**src/rtl/tile_scheduler_pkg.sv**
```systemverilog
// Shared accelerator types: layer-type codes and the tile scheduler FSM states.
package tile_scheduler_pkg;

    typedef enum logic [1:0] {
        LT_POINTWISE = 2'd0,
        LT_DEPTHWISE = 2'd1,
        LT_STANDARD  = 2'd2,
        LT_RESERVED  = 2'd3
    } layer_type_e;

    typedef enum logic [2:0] {
        ST_IDLE  = 3'd0,
        ST_ISSUE = 3'd1,
        ST_WAIT  = 3'd2,
        ST_NEXT  = 3'd3,
        ST_DONE  = 3'd4
    } state_e;

endpackage

```
**src/rtl/tile_scheduler_len_calc.sv**
```systemverilog
// Clamps one tile dimension to the remaining channels and flags the last tile of the loop.
module tile_len_calc #(
    parameter int unsigned CH_W   = 11,
    parameter int unsigned TILE_W = 8
) (
    input  logic [CH_W-1:0]   base,
    input  logic [TILE_W-1:0] size,
    input  logic [CH_W-1:0]   total,
    output logic [TILE_W-1:0] len,
    output logic              last
);

    // One extra bit over the wider operand so base + size never wraps.
    localparam int unsigned SUM_W = ((CH_W > TILE_W) ? CH_W : TILE_W) + 1;

    logic [SUM_W-1:0] sum;
    logic [SUM_W-1:0] remain;

    assign sum    = SUM_W'(base) + SUM_W'(size);
    assign remain = SUM_W'(total) - SUM_W'(base);
    assign last   = (sum >= SUM_W'(total));
    // On the last tile the remainder is at most size, so it fits TILE_W.
    assign len    = last ? TILE_W'(remain) : size;

endmodule

```
**src/rtl/tile_scheduler.sv**
```systemverilog
// Walks a layer's output/input channel space in tiles (K outer, D inner) and
// hands one descriptor at a time to the datapath.
module tile_scheduler
    import tile_scheduler_pkg::*;
#(
    parameter int unsigned CH_W   = 11,
    parameter int unsigned TILE_W = 8,
    parameter int unsigned CNT_W  = 16
) (
    input  logic              clk,
    input  logic              rst,
    input  logic              start_i,
    input  logic              abort_i,
    input  logic [1:0]        layer_type_i,
    input  logic [CH_W-1:0]   in_D_i,
    input  logic [CH_W-1:0]   out_K_i,
    input  logic [TILE_W-1:0] tile_D_i,
    input  logic [TILE_W-1:0] tile_K_i,
    output logic              tile_valid_o,
    input  logic              tile_ready_i,
    output logic [CH_W-1:0]   d_base_o,
    output logic [CH_W-1:0]   k_base_o,
    output logic [TILE_W-1:0] d_len_o,
    output logic [TILE_W-1:0] k_len_o,
    output logic              first_d_o,
    output logic              last_d_o,
    input  logic              tile_done_i,
    output logic              busy_o,
    output logic              layer_done_o,
    output logic              err_o,
    output logic [CNT_W-1:0]  tile_cnt_o
);

    state_e            state;
    state_e            state_next;
    layer_type_e       cfg_type;
    logic [CH_W-1:0]   cfg_in_d;
    logic [CH_W-1:0]   cfg_out_k;
    logic [TILE_W-1:0] cfg_tile_d;
    logic [TILE_W-1:0] cfg_tile_k;
    logic [CH_W-1:0]   d_base;
    logic [CH_W-1:0]   k_base;
    logic [TILE_W-1:0] d_len;
    logic [TILE_W-1:0] k_len;
    logic              d_last;
    logic              k_last;
    logic              is_dw;
    logic              cfg_bad;
    logic              layer_end;
    logic              start_ok;

    tile_len_calc #(.CH_W(CH_W), .TILE_W(TILE_W)) u_d_len (
        .base  (d_base),
        .size  (cfg_tile_d),
        .total (cfg_in_d),
        .len   (d_len),
        .last  (d_last)
    );

    tile_len_calc #(.CH_W(CH_W), .TILE_W(TILE_W)) u_k_len (
        .base  (k_base),
        .size  (cfg_tile_k),
        .total (cfg_out_k),
        .len   (k_len),
        .last  (k_last)
    );

    assign is_dw     = (cfg_type == LT_DEPTHWISE);
    assign start_ok  = (state == ST_IDLE) && start_i && !abort_i;
    assign layer_end = d_last && (is_dw || k_last);
    // Depthwise layers never look at the K configuration.
    assign cfg_bad   = (tile_D_i == '0) || (in_D_i == '0) ||
                       (layer_type_i == LT_RESERVED) ||
                       ((layer_type_i != LT_DEPTHWISE) &&
                        ((tile_K_i == '0) || (out_K_i == '0)));

    // Descriptor is zeroed while idle so reset and idle present all-zero outputs.
    assign busy_o       = (state != ST_IDLE);
    assign tile_valid_o = (state == ST_ISSUE) && !abort_i;
    assign d_base_o     = busy_o ? d_base : '0;
    assign k_base_o     = !busy_o ? '0 : (is_dw ? d_base : k_base);
    assign d_len_o      = busy_o ? d_len : '0;
    assign k_len_o      = !busy_o ? '0 : (is_dw ? d_len : k_len);
    assign first_d_o    = busy_o && (d_base == '0);
    assign last_d_o     = busy_o && d_last;

    // Next-state logic; abort overrides every other event.
    always_comb begin
        state_next = state;
        case (state)
            ST_IDLE:  if (start_i) state_next = cfg_bad ? ST_DONE : ST_ISSUE;
            ST_ISSUE: if (tile_ready_i) state_next = ST_WAIT;
            ST_WAIT:  if (tile_done_i) state_next = ST_NEXT;
            ST_NEXT:  state_next = layer_end ? ST_DONE : ST_ISSUE;
            ST_DONE:  state_next = ST_IDLE;
            default:  state_next = ST_IDLE;
        endcase
        if (abort_i) state_next = ST_IDLE;
    end

    always_ff @(posedge clk) begin
        if (rst) begin
            state        <= ST_IDLE;
            cfg_type     <= LT_POINTWISE;
            cfg_in_d     <= '0;
            cfg_out_k    <= '0;
            cfg_tile_d   <= '0;
            cfg_tile_k   <= '0;
            d_base       <= '0;
            k_base       <= '0;
            layer_done_o <= 1'b0;
            err_o        <= 1'b0;
            tile_cnt_o   <= '0;
        end else begin
            state        <= state_next;
            layer_done_o <= (state_next == ST_DONE);
            if (start_ok) begin
                cfg_type   <= layer_type_e'(layer_type_i);
                cfg_in_d   <= in_D_i;
                cfg_out_k  <= out_K_i;
                cfg_tile_d <= tile_D_i;
                cfg_tile_k <= tile_K_i;
                d_base     <= '0;
                k_base     <= '0;
                err_o      <= cfg_bad;
                tile_cnt_o <= '0;
            end
            if ((state == ST_WAIT) && tile_done_i && !abort_i && (tile_cnt_o != '1)) begin
                tile_cnt_o <= tile_cnt_o + CNT_W'(1);
            end
            // Advance D; wrap to the next K tile after the last D tile.
            if ((state == ST_NEXT) && !abort_i) begin
                if (d_last) begin
                    d_base <= '0;
                    k_base <= k_base + CH_W'(cfg_tile_k);
                end else begin
                    d_base <= d_base + CH_W'(cfg_tile_d);
                end
            end
        end
    end

endmodule
```
**config.mk**
```make
export PLATFORM = sky130hd
export DESIGN_NAME = tile_scheduler
export DESIGN_NICKNAME = d
export VERILOG_FILES = /design/src/rtl/tile_scheduler_pkg.sv /design/src/rtl/tile_scheduler_len_calc.sv /design/src/rtl/tile_scheduler.sv
export SDC_FILE = /design/constraint.sdc
export NUM_CORES = 1
export LEC_CHECK = 0
export BUFFER_PORTS_ARGS = -buffer_cell sky130_fd_sc_hd__buf_2
export CAP_MARGIN = 20
export CORE_UTILIZATION = 61
export CTS_CLUSTER_SIZE = 25
export DETAILED_ROUTE_END_ITERATION = 6
export GPL_ROUTABILITY_DRIVEN = 0
export PLACE_DENSITY = 0.87
export SETUP_SLACK_MARGIN = 0.2
export SKIP_CTS_REPAIR_TIMING = 1
export SYNTH_ARGS = -nofsm -noshare
export SYNTH_HDL_FRONTEND = slang
export SYNTH_SLANG_ARGS = --single-unit
```
**constraint.sdc**
```tcl
create_clock -name clk -period 6.7 [get_ports clk]
set_input_delay 1.34 -clock clk [delete_from_list [all_inputs] [get_ports clk]]
set_output_delay 1.34 -clock clk [all_outputs]
set_load 0.005 [all_outputs]
```
# == Yosys cells after proc, flatten, opt, wreduce, memory -nomap -nowiden ==
# Index checks and enable logic that the tools add are counted.
# word_totals
ff_bits,83
input_bits,46
elab_cells,77
output_inout_bits,60
# op_classes
n_reduce_logical,26
add_sub_neg,7
eq_ne,8
order_cmp,2
n_mux,23
# ops
cell,count
$mux 11,9
$mux 8,5
$logic_not 11->1,3
$mux 16,2
$add 11x8->12,2
$ge 12x11->1,2
$add 11x8->11,2
$mux 3,6
$add 16x1->16 const B,1
$logic_not 8->1,2
$ne 16x16->1 const B,1
$sub 8x8->8,2
$pmux 3 s4,1
$logic_and 1x1->1,11
$eq 3x2->1 const B,2
$logic_or 1x1->1,5
$reduce_bool 2->1,2
$eq 3x1->1 const B,1
$eq 3x3->1 const B,1
$logic_not 3->1,1
$reduce_bool 3->1,1
$eq 2x1->1 const B,1
$eq 2x2->1 const B,1
$ne 2x1->1 const B,1
$logic_not 1->1,1

# == Longest topological paths before layout ==
# Gate-level depths: netlist of the first run.
# depth
ltp_word,9
depth_mapped,19
mapped_depth_nobuf,17

# == Modules after synthesis ==
# Synthesis of the first run repeated with hierarchy kept, for this count alone.
# unflattened
hier_cells,899
hier_area_um2,6754.0
# by_module_without_submodules
module,cells_per_inst,seq_area_each_um2,area_each_um2,n_inst
tile_scheduler,601,1661.6,4504.3,1
tile_len_calc (u_k_len),149,0.0,1126.1,1
tile_len_calc (u_d_len),149,0.0,1123.6,1

# == Worst setup path after synthesis of the first run ==
# OpenSTA, ideal clock, no wires.
# synth_timing
path_type,register to output
start,register d_base[0]
end,output port k_len_o[0]
required_ns,5.360
path_stages_with_launch,19
t_arrival_ns,3.567
slack_ns,1.793
path_buffers,2
path_cell_list,dfxtp_1 -> ha_1 -> inv_1 -> fa_1 -> nor2b_1 -> o21ai_0 -> a21o_1 -> a21oi_1 -> xor2_1 -> ha_1 -> a2111o_1 -> a31oi_1 -> o211ai_1 -> a32o_1 -> buf_6 -> buf_2 -> nand2_1 -> o21ai_0 -> o22ai_1
# synth_between
elab_chain_len,5
elab_cells_between_ends,6
classes_between,add/sub (2); order compare (1); mux (3)
# synth_lines
item,line_no,source
start: declaration,tile_scheduler.sv:41,logic [CH_W-1:0] d_base;
start signal: assignment,tile_scheduler.sv:137,d_base <= d_base + CH_W'(cfg_tile_d);
$add 11x8->12,tile_scheduler_len_calc.sv:19,assign sum = SUM_W'(base) + SUM_W'(size);
$ge 12x11->1,tile_scheduler_len_calc.sv:21,assign last = (sum >= SUM_W'(total));
$mux 8 (*),tile_scheduler_len_calc.sv:23,assign len = last ? TILE_W'(remain) : size;
$mux 8 (*) (2 in series),tile_scheduler.sv:83,assign k_len_o = !busy_o ? '0 : (is_dw ? d_len : k_len);
end: declaration,tile_scheduler.sv:24,"output logic [TILE_W-1:0] k_len_o,"
# Mark *: on every way between the ends. The rest lies on a longest branch, timed or not.

# == Worst setup path in the final report of the first run ==
# layout_timing
start,register k_base[0]
end,output port k_len_o[5]
# layout_between
elab_chain_len,5
elab_cells_between_ends,6
classes_between,add/sub (2); order compare (1); mux (3)
# layout_lines
item,line_no,source
start: declaration,tile_scheduler.sv:42,logic [CH_W-1:0] k_base;
start signal: assignment,tile_scheduler.sv:135,k_base <= k_base + CH_W'(cfg_tile_k);
$add 11x8->12,tile_scheduler_len_calc.sv:19,
$ge 12x11->1,tile_scheduler_len_calc.sv:21,
$mux 8 (*),tile_scheduler_len_calc.sv:23,
$mux 8 (*) (2 in series),tile_scheduler.sv:83,
# Marked as above.

==> impl_metrics.env, run 1 <==
export IMPL_wirelength_um=17200
export IMPL_holdCritStartpoint="cfg_in_d[9]"
export IMPL_register_area_mm2=0.00166
export IMPL_synth_ff_type="dfxtp_1"
export IMPL_numCtsBuffers=9
export IMPL_async_flop_share=0
export IMPL_syn_cell_area_mm2=0.00579
export IMPL_yosys_top_cells_area="dfxtp_1, ha_1, nand2_1, a21oi_1, nor2_1"
export IMPL_worst_pin_slew_ps=858
export IMPL_synth_warning_count=0
export IMPL_wire_per_inst_um=17.4
export IMPL_insertion_delay_ps=380
export IMPL_stdcell_count=984
export IMPL_whs_ps=456
export IMPL_grt_usage=0.360
export IMPL_whs_path_depth=2
export IMPL_hold_viol=0
export IMPL_crit_chain="ha_1, fa_1, a21oi_1, o21ai_0, a2111oi_0, nor3_2, nand3_1, xnor2_1, ha_1, a221oi_1, and3b_1, mux2_2, a211oi_1, buf_2"
export IMPL_grt_pass1_wl_um=28000
export IMPL_die_area_mm2=0.00989
export IMPL_crit_required_ps=5360
export IMPL_drive_gt1_frac=0.160
export IMPL_synth_nets=887
export IMPL_max_cap_violations=0
export IMPL_fin_ws_ps=567
export IMPL_synth_top_area_cell="dfxtp_1"
export IMPL_leakage_nw=2.76
export IMPL_netlist_area_leader_share=0.287
export IMPL_slew_headroom=0.428
export IMPL_ys_seq_area_frac=0.287
export IMPL_dp_cells=966
export IMPL_finalMaxSlewViolations=0
export IMPL_hold_path_class="flop to flop"
export IMPL_syn_area_per_cell_um2=7.39
export IMPL_clk_path_buf_depth=2
export IMPL_netlist_top_cells_count="nand2_1, a21oi_1, dfxtp_1"
export IMPL_ios=106
export IMPL_setup_viol=0
export IMPL_critPathCaptureType="primary output"
export IMPL_grt_pass1_vias=5880
export IMPL_peakVddDrop_v=0.000163
export IMPL_min_period_ps=6130
export IMPL_rr_endpoint="k_base[10]"
export IMPL_critPathLaunchType="flop"
export IMPL_synth_edf_count=0
export IMPL_grt_overflow_total=0
export IMPL_timing_final_crit_share=0.915
export IMPL_nFillCells=751
export IMPL_cts_tree="done"
export IMPL_yosysUniqueCellTypes=58
export IMPL_crit_type="flop to primary output"
export IMPL_reg2reg_slack_ps=2010
export IMPL_via_per_inst=6.26
export IMPL_die_height_um=99.4
export IMPL_skew_ps=6.58
export IMPL_drt_iter0_markers=463
export IMPL_coreArea_mm2=0.00920
export IMPL_status="completed"
export IMPL_arrival_ps=4790
export IMPL_max_freq_mhz=163
export IMPL_dp_hpwl_um=12800
export IMPL_diodes=0
export IMPL_dr_pass1_iters=5
export IMPL_rows=35
export IMPL_portBuffers=105
export IMPL_drc=0
export IMPL_synthCells=784
export IMPL_grt_max_degree=81
export IMPL_initial_core_util=0.630
export IMPL_cts_root_buffer="clkbuf_8"
export IMPL_h_tree_depth=3
export IMPL_multiInputGateArea_mm2=0.00380
export IMPL_die_width_um=99.4
export IMPL_nets=971
export IMPL_cp_max_fo=10
export IMPL_ys_ff_latch=83
export IMPL_critPathSlowestCell="and3b_1"
export IMPL_num_vias=6163
export IMPL_pre_cts_ws_ps=1050
export IMPL_r2r_cells=16
export IMPL_cts_sinks=83
export IMPL_power_density_mw_per_mm2=165
export IMPL_clkTransAtPathRegs_ps=80
export IMPL_rsz0062_at_grt="no"
export IMPL_slowest_delay_ps=660
export IMPL_antenna_found_initial=0
export IMPL_synth_most_common_cell="nand2_1"
export IMPL_r2r_start="d_base[0]"
export IMPL_area_delta_synth_final_pct=12.9
export IMPL_totalNegativeSetupSlack_ps=0
export IMPL_holdPathEnd="cfg_in_d[9]"
export IMPL_worst_path_most_repeated_cell="ha_1"
export IMPL_detail_route_antenna_nets=0
-- stage by stage --
step	area (µm²)	total power, mW	utilization
floorplan	5790	0.688	-
global placement	6350	0.746	0.690
detailed placement	6350	0.756	0.690
CTS	6510	1.07	0.708
global route	6540	1.12	0.711
finish	6540	1.08	0.711
-- where the power goes --
part           total, mW  internal, mW  leakage (nW)  switching (mW)
sequential         0.520         0.506         0.673          0.0141
clock              0.325         0.133        0.0791           0.192
combinational      0.233        0.0893          2.01           0.144
total               1.08         0.728          2.76           0.350
-- flip-flops by register name (all words and copies together), names as in the netlist --
register	count
cfg_tile_d	8
cfg_out_k	11
err_o	1
state	3
d_base	11
tile_cnt_o	16
cfg_in_d	11
k_base	11
layer_done_o	1
cfg_tile_k	8
cfg_type	2
-- critical path: cells and delay by family (launching register included) --
kind	cells	cell delay [ps]
mux	1	420
compound gates	5	1430
buf+inv	1	160
fa+ha+maj	3	920
flops	1	360
xor+xnor	1	130
simple gates	3	990
-- layout make-up --
| class | count | area share |
|---|---|---|
| tap | 111 | 0.0212 |
| clock inverter | 5 | 0.00459 |
| clock buffer | 11 | 0.0201 |
| inverter | 47 | 0.0270 |
| multi-input combinational | 614 | 0.582 |
| sequential | 83 | 0.254 |
| timing repair buffer | 113 | 0.0915 |
-- metal layers --
metal / track usage / share of wire / up-vias
met1: 0.417 / 0.39 / 2867
met4: 0.223 / 0.050 / 0
li1: - / - / 2905
met5: 0 / 0 / -
met2: 0.601 / 0.48 / 319
met3: 0.0871 / 0.081 / 72
-- cell usage in the layout (no fill, tap or decap), types with 6 or more instances in the layout --
| cell | synthesis | routed |
|---|---|---|
| nand2_1 | 140 | 140 |
| buf_2 | 5 | 105 |
| a21oi_1 | 93 | 93 |
| dfxtp_1 | 83 | 83 |
| nor2_1 | 66 | 65 |
| ha_1 | 53 | 53 |
| inv_1 | 47 | 47 |
| nand3_1 | 29 | 29 |
| o21ai_0 | 26 | 26 |
| xnor2_1 | 22 | 22 |
| nor3_1 | 16 | 16 |
| nor4_1 | 15 | 15 |
| mux2i_1 | 11 | 11 |
| nand2b_1 | 10 | 10 |
| nor2b_1 | 9 | 9 |
| a21o_1 | 9 | 9 |
| xor2_1 | 9 | 9 |
| clkbuf_8 | 0 | 9 |
| o21a_1 | 8 | 8 |
| o22ai_1 | 8 | 8 |
| a31oi_1 | 7 | 7 |
| buf_4 | 0 | 7 |
| and2_1 | 6 | 6 |
| a211oi_1 | 6 | 6 |
-- worst max path at each step --
stage                       start          to  slack [ps]  cells after the start
finish                  k_base[0]  k_len_o[5]         570                     14
global route            k_base[0]  k_len_o[5]         220                     14
CTS                     k_base[0]  k_len_o[5]         600                     14
detailed placement      k_base[0]  k_len_o[5]        1050                     14
global placement    cfg_tile_k[0]  k_len_o[6]        1260                     14
floorplan               d_base[0]  k_len_o[0]        1790                     18
-- kinds of logic (layout without fill, tap and decap cells) --
kind of cell               count (synthesis)  in the layout  share of synthesized area
DFF                                       83             83                      0.287
buffers and inverters                     87            176                     0.0588
and+or+nand+nor                          318            318                      0.249
xor gates and xnor gates                  31             31                     0.0469
muxes                                     15             15                     0.0268
adders and majority gates                 57             57                      0.128
AOI/OAI and AO/OA                        193            193                      0.203
Power figures use the tool's default switching activity.
==> run 2, diff against run 1 <==
--- a/config.mk
+++ b/config.mk
@@ -7,11 +7,13 @@
 export LEC_CHECK = 0
 export BUFFER_PORTS_ARGS = -buffer_cell sky130_fd_sc_hd__buf_2
 export CAP_MARGIN = 20
-export CORE_UTILIZATION = 61
+export CELL_PAD_IN_SITES_DETAIL_PLACEMENT = 1
+export CELL_PAD_IN_SITES_GLOBAL_PLACEMENT = 2
+export CORE_UTILIZATION = 34
 export CTS_CLUSTER_SIZE = 25
 export DETAILED_ROUTE_END_ITERATION = 6
 export GPL_ROUTABILITY_DRIVEN = 0
-export PLACE_DENSITY = 0.87
+export PLACE_DENSITY = 0.86
 export SETUP_SLACK_MARGIN = 0.2
 export SKIP_CTS_REPAIR_TIMING = 1
 export SYNTH_ARGS = -nofsm -noshare
==> run 2 against run 1 <==
Net effect: largest power group is now clock; first-iteration DRC count is 42% lower; worst setup slack gained 30 ps; via count fell by 5.4%; clock power increased by 70%; hold slack better by 3.3 ps; count of clock-buffer cells in the layout fell by 2; routed wire length up 19%; largest cell class unchanged; flip-flop and latch count unchanged; die area grew 78%.
==> impl_metrics.env, run 2 (synthesis results as in run 1) <==
export IMPL_die_width_um=133
export IMPL_routed_top_layer="met4"
export IMPL_crit_type="flop to primary output"
export IMPL_arrival_ps=4760
export IMPL_grt_usage=0.237
export IMPL_max_cap_violations=0
export IMPL_diodes=0
export IMPL_cts_tree="done"
export IMPL_largest_register_ffs=16
export IMPL_reg2reg_slack_ps=2310
export IMPL_grt_overflow_total=0
export IMPL_hold_path_class="flop to flop"
export IMPL_cts_root_buffer="clkbuf_16"
export IMPL_r2r_start="d_base[0]"
export IMPL_final_cell_mix="nand2_1, buf_2, a21oi_1, dfxtp_1, nor2_1"
export IMPL_seqPwrFrac=0.396
export IMPL_via_per_inst=5.34
export IMPL_drt_met1_wl_um=9040
export IMPL_stdcell_count=1091
export IMPL_endpoint="k_len_o[6]"
export IMPL_totalNegativeSetupSlack_ps=0
export IMPL_grt_pass1_wl_um=32600
export IMPL_finalMaxSlewViolations=0
export IMPL_p_comb_frac=0.182
export IMPL_p_switching_uw=391
export IMPL_min_period_ps=6100
export IMPL_ios=106
export IMPL_multiInputGateArea_mm2=0.00380
export IMPL_p_sw_frac=0.298
export IMPL_final_common_cell="nand2_1"
export IMPL_antenna_found_initial=0
export IMPL_numCtsBuffers=9
export IMPL_dr_pass1_iters=4
export IMPL_met3_wirelength_um=867
export IMPL_grt_pass1_vias=5845
export IMPL_drt_iter0_markers=270
export IMPL_rsz0062_at_grt="no"
export IMPL_whs_path_depth=2
export IMPL_peakVddDrop_v=0.000116
export IMPL_area_delta_synth_final_pct=17.6
export IMPL_power_density_mw_per_mm2=193
export IMPL_cp_startpoint="k_base[0]"
export IMPL_num_vias=5830
export IMPL_grt_max_degree=81
export IMPL_rr_endpoint="k_base[9]"
export IMPL_nFillCells=2126
export IMPL_wire_per_inst_um=18.7
export IMPL_initial_core_util=0.349
export IMPL_detail_route_antenna_nets=0
export IMPL_top_register="tile_cnt_o"
export IMPL_drive_gt1_frac=0.162
export IMPL_wirelength_um=20400
export IMPL_skew_ps=7.35
export IMPL_p_clk_frac=0.421
export IMPL_register_area_mm2=0.00166
export IMPL_dp_hpwl_um=15300
export IMPL_placed_cell_area_mm2=0.00649
export IMPL_die_height_um=133
export IMPL_h_tree_depth=3
export IMPL_max_freq_mhz=164
export IMPL_timing_final_crit_share=0.911
export IMPL_critPathLaunchType="flop"
export IMPL_cts_sinks=83
export IMPL_final_area_mm2=0.00681
export IMPL_worst_pin_slew_ps=998
export IMPL_utilization=0.411
export IMPL_p_int_uw=921
export IMPL_clk_path_buf_depth=2
export IMPL_nets=970
export IMPL_status="completed"
export IMPL_r2r_cells=17
export IMPL_dp_cells=1076
export IMPL_rows=47
export IMPL_slew_headroom=0.326
export IMPL_hold_viol=0
export IMPL_crit_required_ps=5360
export IMPL_power_total_mw=1.31
export IMPL_met2_length_um=10100
export IMPL_critPathCaptureType="primary output"
export IMPL_die_area_mm2=0.0176
export IMPL_coreArea_mm2=0.0166
export IMPL_insertion_delay_ps=360
export IMPL_holdCritStartpoint="cfg_in_d[9]"
export IMPL_setup_viol=0
export IMPL_cp_max_fo=10
export IMPL_leakage_nw=2.83
export IMPL_portBuffers=105
export IMPL_clkTransAtPathRegs_ps=60
export IMPL_drc=0
run 2: worst min-delay path by stage:
stage | end | slack (ps)
after detailed placement | cfg_in_d[9] | 450
after global routing | cfg_type[0] | 500
after CTS | cfg_in_d[9] | 460
after floorplan | cfg_in_d[10] | 440
final | cfg_in_d[9] | 460
after global placement | cfg_in_d[10] | 450
run 2: layout make-up:
class,instances,area share
Multi-Input combinational cell,614,0.559
Clock inverter,6,0.0132
Sequential cell,83,0.244
Inverter,47,0.0259
Timing Repair Buffer,112,0.0849
Clock buffer,9,0.0331
Tap cell,220,0.0404
run 2: power groups by stage:
stage	clock network, mW	logic (mW)	registers [mW]
final	0.553	0.239	0.520
after floorplan	0	0.162	0.525
after global placement	0	0.234	0.531
after detailed placement	0	0.238	0.531
after CTS	0.564	0.240	0.520
after global routing	0.584	0.264	0.522
run 2: per-layer routing:
metal / track usage / up-vias
li1: - / 2891
met1: 0.293 / 2790
met2: 0.420 / 127
met3: 0.0410 / 22
met4: 0.0677 / 0
met5: 0 / -
run 2: worst max-delay path, cell delays in order (launching register included):
cell and delay, ps:
dfxtp_1 340, ha_1 240, fa_1 420, a21oi_1 200
o21ai_0 120, a2111oi_0 520, nor3_2 170, xor2_1 180
ha_1 210, a21o_1 150, a221oi_1 270, and3b_1 590
mux2_2 400, a211oi_1 390, buf_2 200
run 2: per-stage QoR:
| stage | setup slack [ps] | hold slack [ps] |
|---|---|---|
| 3_5_place_dp | 1030 | 451 |
| 4_1_cts | 578 | 460 |
| 3_3_place_gp | 1150 | 447 |
| 6_report | 597 | 459 |
| 5_1_grt | 306 | 496 |
| 2_1_floorplan | 1790 | 436 |
